## config.mk

```make
export PLATFORM = sky130hd
export DESIGN_NAME = atmos_light_estimator
export DESIGN_NICKNAME = d
export VERILOG_FILES = /design/src/rtl/atmos_light_estimator_pkg.sv /design/src/rtl/atmos_light_estimator_max3_u8.sv /design/src/rtl/atmos_light_estimator.sv
export SDC_FILE = /design/constraint.sdc
export NUM_CORES = 1
export LEC_CHECK = 0
export BUFFER_PORTS_ARGS = -buffer_cell sky130_fd_sc_hd__buf_2
export CELL_PAD_IN_SITES_DETAIL_PLACEMENT = 1
export CELL_PAD_IN_SITES_GLOBAL_PLACEMENT = 2
export CORE_ASPECT_RATIO = 2
export CORE_MARGIN = 2
export CORE_UTILIZATION = 38
export CTS_CLUSTER_SIZE = 40
export DETAILED_ROUTE_END_ITERATION = 6
export PLACE_DENSITY_LB_ADDON = 0.1
export SLEW_MARGIN = 20
export SYNTH_ARGS = -nofsm -noshare
export SYNTH_HDL_FRONTEND = slang
export SYNTH_SLANG_ARGS = --single-unit
```

## constraint.sdc

```tcl
create_clock -name clk -period 6.5 [get_ports clk]
set_clock_uncertainty 0.1 [all_clocks]
set_input_delay 1.3 -clock clk [delete_from_list [all_inputs] [get_ports clk]]
set_output_delay 1.3 -clock clk [all_outputs]
set_load 0.005 [all_outputs]
```

## src/rtl/atmos_light_estimator_pkg.sv

```systemverilog
// atmos_light_estimator_pkg: FSM states, counter width and A defaults shared across the haze chain
package atmos_light_estimator_pkg;
  typedef enum logic [1:0] {IDLE, ACTIVE, COMMIT} state_t;
  localparam int PIX_CNT_W = 21;
  localparam logic [7:0] A_MIN_DEF = 8'd100;
  localparam logic [7:0] A_DEFAULT_DEF = 8'd220;
endpackage

```

## src/rtl/atmos_light_estimator_max3_u8.sv

```systemverilog
// max3_u8: combinational unsigned maximum of three bytes
module max3_u8 (
  input  logic [7:0] a_i,
  input  logic [7:0] b_i,
  input  logic [7:0] c_i,
  output logic [7:0] max_o
);
  logic [7:0] ab;
  always_comb begin
    ab = a_i > b_i ? a_i : b_i;
    max_o = ab > c_i ? ab : c_i;
  end
endmodule

```

## src/rtl/atmos_light_estimator.sv

```systemverilog
// atmos_light_estimator: latches RGB of the brightest dark-channel pixel per frame, commits it at frame end
import atmos_light_estimator_pkg::*;
module atmos_light_estimator #(
  parameter logic [10:0] IMG_HDISP = 11'd1024,
  parameter logic [10:0] IMG_VDISP = 11'd768,
  parameter logic [7:0]  A_MIN     = A_MIN_DEF,
  parameter logic [7:0]  A_DEFAULT = A_DEFAULT_DEF
) (
  input  logic       clk,
  input  logic       rst,
  input  logic       per_frame_vsync,
  input  logic       per_frame_href,
  input  logic       per_frame_clken,
  input  logic [7:0] per_img_Dark,
  input  logic [7:0] per_img_red,
  input  logic [7:0] per_img_green,
  input  logic [7:0] per_img_blue,
  output logic       post_frame_vsync,
  output logic       post_frame_href,
  output logic       post_frame_clken,
  output logic [7:0] post_img_red,
  output logic [7:0] post_img_green,
  output logic [7:0] post_img_blue,
  output logic [7:0] atmos_red,
  output logic [7:0] atmos_green,
  output logic [7:0] atmos_blue,
  output logic [7:0] atmos_A,
  output logic       atmos_valid,
  output logic       atmos_err
);
  localparam logic [PIX_CNT_W:0] NPIX = {11'd0, IMG_HDISP} * {11'd0, IMG_VDISP};
  state_t                 state_q;
  logic                   vs_q, found_q;
  logic [7:0]             dark_max_q, cand_r_q, cand_g_q, cand_b_q;
  logic [PIX_CNT_W-1:0]   pix_cnt_q;
  logic                   pix, rise, fall, cnt_ok;
  logic [7:0]             fr_d, fg_d, fb_d, a_d;
  always_comb begin
    pix = per_frame_vsync & per_frame_href & per_frame_clken;
    rise = per_frame_vsync & ~vs_q;
    fall = ~per_frame_vsync & vs_q;
    cnt_ok = {1'b0, pix_cnt_q} == NPIX;
    fr_d = cand_r_q > A_MIN ? cand_r_q : A_MIN;
    fg_d = cand_g_q > A_MIN ? cand_g_q : A_MIN;
    fb_d = cand_b_q > A_MIN ? cand_b_q : A_MIN;
  end
  max3_u8 u_max3 (.a_i(fr_d), .b_i(fg_d), .c_i(fb_d), .max_o(a_d));
  // vs_q resets high so a frame already in progress at reset release never looks like a rise
  always_ff @(posedge clk or posedge rst) begin
    if (rst) begin
      state_q <= IDLE;
      vs_q <= 1'b1;
      found_q <= 1'b0;
      dark_max_q <= '0;
      cand_r_q <= '0;
      cand_g_q <= '0;
      cand_b_q <= '0;
      pix_cnt_q <= '0;
      post_frame_vsync <= 1'b0;
      post_frame_href <= 1'b0;
      post_frame_clken <= 1'b0;
      post_img_red <= '0;
      post_img_green <= '0;
      post_img_blue <= '0;
      atmos_red <= A_DEFAULT;
      atmos_green <= A_DEFAULT;
      atmos_blue <= A_DEFAULT;
      atmos_A <= A_DEFAULT;
      atmos_valid <= 1'b0;
      atmos_err <= 1'b0;
    end else begin
      vs_q <= per_frame_vsync;
      post_frame_vsync <= per_frame_vsync;
      post_frame_href <= per_frame_href;
      post_frame_clken <= per_frame_clken;
      post_img_red <= per_img_red;
      post_img_green <= per_img_green;
      post_img_blue <= per_img_blue;
      atmos_valid <= 1'b0;
      atmos_err <= 1'b0;
      case (state_q)
        IDLE: if (rise) begin
          found_q <= 1'b0;
          dark_max_q <= '0;
          cand_r_q <= '0;
          cand_g_q <= '0;
          cand_b_q <= '0;
          pix_cnt_q <= '0;
          state_q <= ACTIVE;
        end
        ACTIVE: begin
          if (pix) begin
            pix_cnt_q <= &pix_cnt_q ? pix_cnt_q : pix_cnt_q + PIX_CNT_W'(1);
            if (!found_q || per_img_Dark > dark_max_q) begin
              found_q <= 1'b1;
              dark_max_q <= per_img_Dark;
              cand_r_q <= per_img_red;
              cand_g_q <= per_img_green;
              cand_b_q <= per_img_blue;
            end
          end
          if (fall) state_q <= COMMIT;
        end
        COMMIT: begin
          if (cnt_ok) begin
            atmos_red <= fr_d;
            atmos_green <= fg_d;
            atmos_blue <= fb_d;
            atmos_A <= a_d;
            atmos_valid <= 1'b1;
          end else atmos_err <= 1'b1;
          state_q <= IDLE;
        end
        default: state_q <= IDLE;
      endcase
    end
  end
endmodule

```

==> results.yml <==
timing:
  setup_viol: 0
  tightest_slew_ns: 0.9456
  tns_ns: 0
  fmax_ghz: 0.2135
  rsz0062_at_grt: "no"
  period_share: 0.7205
  slew_viol_final: 0
  slew_headroom: 0.3658
  hold_viol_final: 0
  min_period_ns: 4.683
logic_synthesis:
  synth_seq_cells: 118
  yosysWarningCount: 0
  synth_ff_type: "dfrtp_1"
  syn_area_um2: 5371
  synthTopCellsByArea: "dfrtp_1 45%, dfstp_2 10%, nand2_1 7.6%, ha_1 5.8%, o21ai_0 5.1%"
  synth_top_area_share: 0.4519
  yosysSeqAreaShare: 0.5546
  synth.avg_cell_area_um2: 10.08
  synth_top_area_cell: "dfrtp_1"
  synth_cell_types: 49
  synthCells: 533
  ys_async_sr_fraction: 1.000
  synth-edff-count: 0
  synthesis.nets: 595
die:
  initial_core_util: 0.3867
  die_y_um: 172.1
  fp-row-count: 61
  dieArea_um2: 15160
  dieWidth_um: 88.07
  core_area_um2: 13890
  ios: 98
clock_tree:
  ctsLongestPathBuffers: 2
  cts_buffers: 17
  tritoncts: "done"
  post_cts_resized: 0
  clk_pin_slew_ns: 0.05
  clock_sinks: 118
  cts_root_buf: "clkbuf_16"
  clk_latency_ns: 0.41
  ctsHtreeMaxLevel: 4
  ctsHoldBuffers: 0
  cts_setup_buffers: 0
placed_design:
  port_buffers: 97
  dpl_cell_area_um2: 6051
  gp_congestion: 0.8653
  dp_hpwl_mm: 10.61
cells_and_area:
  antenna_cells: 0
  multi_input_area_um2: 2220
  drive_gt1_frac: 0.2647
  nets: 695
  fill_cells: 1632
  seq_area_um2: 2979
  design_area_um2: 6688
  syn_to_final_growth_pct: 24.50
global_routing:
  track_usage: 0.2030
  antenna_found_initial: 1
  grt_first_pass_wirelength_mm: 23.30
  first_global_vias: 4724
  grt_max_degree: 73
  grt-ovfl-total: 0
critical_path:
  worstPathRequired_ns: 6.74
  path_class: "reg -> reg"
  critPathCaptureType: "flip-flop"
  rr_endpoint: "atmos_A[7]"
  r2r-start: "cand_r_q[5]"
  ff2ff_path_depth: 16
  start_kind: "flip-flop"
  arrival_ns: 4.92
  r2r_setup_slack_ns: 1.82
  critPathMaxFanout: 8
worst_hold_path:
  worstHoldPathCells: 2
  hp-start: "atmos_blue[7]"
  hold_class: "reg -> reg"
  hold_end: "atmos_blue[7]"
detailed_routing:
  drc: 0
  final_antenna_net_count: 0
  drt-total-wl_mm: 14.32
  dr.first_iter.drc_count: 142
  detail_route.vias_per_cell: 5.059
  vias: 4224
  wl_per_cell_um: 17.15
  first_pass_iters: 4
status:
  status: "complete, no violations"
run:
  drv_cap: 0
power_and_ir_drop:
  power_density_nw_per_um2: 360.3
  total_power_mw: 2.410
  ir_drop_mv: 0.2036
  p_leak_nw: 3.346
==> worst max-delay path by stage <==
stage	startpoint	end	slack [ns]	cells after the start
CTS	cand_r_q[5]	atmos_A[7]	1.91	16
floorplan	rst	atmos_A[0]	2.01	1
detailed placement	cand_r_q[5]	atmos_A[7]	1.95	16
global placement	cand_r_q[5]	atmos_A[7]	2.10	16
global route	cand_r_q[5]	atmos_A[7]	1.60	16
finish	cand_r_q[5]	atmos_A[7]	1.82	16
==> synthesized netlist by cell type (all sizes together) (6+ instances only) <==
master,instances
a21o,12
a21oi,7
a22o,6
a31o,7
and3,6
clkbuf,15
dfrtp,97
dfstp,21
ha,25
inv,26
mux2i,7
nand2,111
nand3,13
nand4,6
nor2,38
nor3,6
o21ai,55
xnor2,7
xor2,12
==> layout by cell type, fill, tap and decap left out, drive strengths merged, types with 2 or more instances in the layout <==
cell / instances
clkinvlp: 2
and2: 4
nand3: 13
a21oi: 7
ha: 25
xnor2: 7
inv: 26
xor2: 12
bufinv: 4
nor3: 6
nor2b: 5
o31ai: 5
a21o: 12
nand4: 6
dfstp: 21
nand2b: 2
and3: 6
clkbuf: 24
dfrtp: 97
a211oi: 3
a211o: 3
a22o: 6
buf: 101
a31oi: 2
clkinv: 2
mux2i: 7
o21ai: 55
and4: 5
a31o: 7
nand2: 111
a22oi: 2
nor2: 38
nor4: 5
o21a: 3
==> routing by layer <==
layer	vias up	global-route usage	wire length, µm
met5	-	0	13
met4	2	0.09684	460
met3	32	0.04535	449
met2	89	0.3827	8144
met1	2075	0.2035	5251
li1	2026	-	-
==> registers in the layout, summed over array words and instances (netlist names), 8 cells and up <==
| register | flops |
|---|---|
| atmos_A | 8 |
| atmos_blue | 8 |
| atmos_green | 8 |
| atmos_red | 8 |
| cand_b_q | 8 |
| cand_g_q | 8 |
| cand_r_q | 8 |
| dark_max_q | 8 |
| pix_cnt_q | 21 |
| post_img_blue | 8 |
| post_img_green | 8 |
| post_img_red | 8 |
==> metrics by stage <==
step | setup WS, ns | util | instances | hold slack [ns]
finish | 1.817 | 0.4814 | 835 | 0.3649
global route | 1.595 | 0.4814 | 835 | 0.3811
CTS | 1.905 | 0.4814 | 835 | 0.3660
detailed placement | 1.950 | 0.4356 | 803 | 0.3570
global placement | 2.103 | 0.4356 | 803 | 0.3477
floorplan | 2.006 | - | 533 | 0.3454
==> logic make-up (layout without fill, tap and decap cells) <==
logic type / Yosys count / after routing / share of synthesized area
compound gates: 113 / 113 / 0.1388
xor+xnor: 19 / 19 / 0.03098
fa+ha+maj: 25 / 25 / 0.05823
buf+inv: 46 / 159 / 0.03284
flops: 118 / 118 / 0.5546
mux: 8 / 8 / 0.01514
simple gates: 204 / 204 / 0.1693
==> layout make-up <==
cell class	count	area share
timing repair buffer	101	0.07708
inverter	26	0.01497
clock inverter	8	0.02170
sequential	118	0.4455
multi-input combinational	369	0.3319
clock buffer	24	0.07353
tap	189	0.03536
==> power by group <==
group	switching [mW]	total (mW)	leakage (nW)	internal (mW)
Sequential	0.0553	0.859	1.48	0.803
Combinational	0.346	0.541	1.56	0.195
Clock	0.330	1.01	0.306	0.681
Total	0.731	2.41	3.35	1.68
==> worst max-delay path, stage by stage (launching register included) <==
cell,delay (ns)
dfrtp_1,0.40
and2_1,0.19
o21ai_0,0.44
inv_1,0.11
ha_1,0.22
a21o_1,0.18
a21o_1,0.17
a21oi_1,0.21
a22oi_1,0.15
nand2_2,0.22
mux2i_1,0.42
ha_1,0.33
nand3_1,0.12
nor3_1,0.09
a211oi_1,0.79
o21ai_0,0.22
a31o_2,0.26
Power figures use the tool's default switching activity.
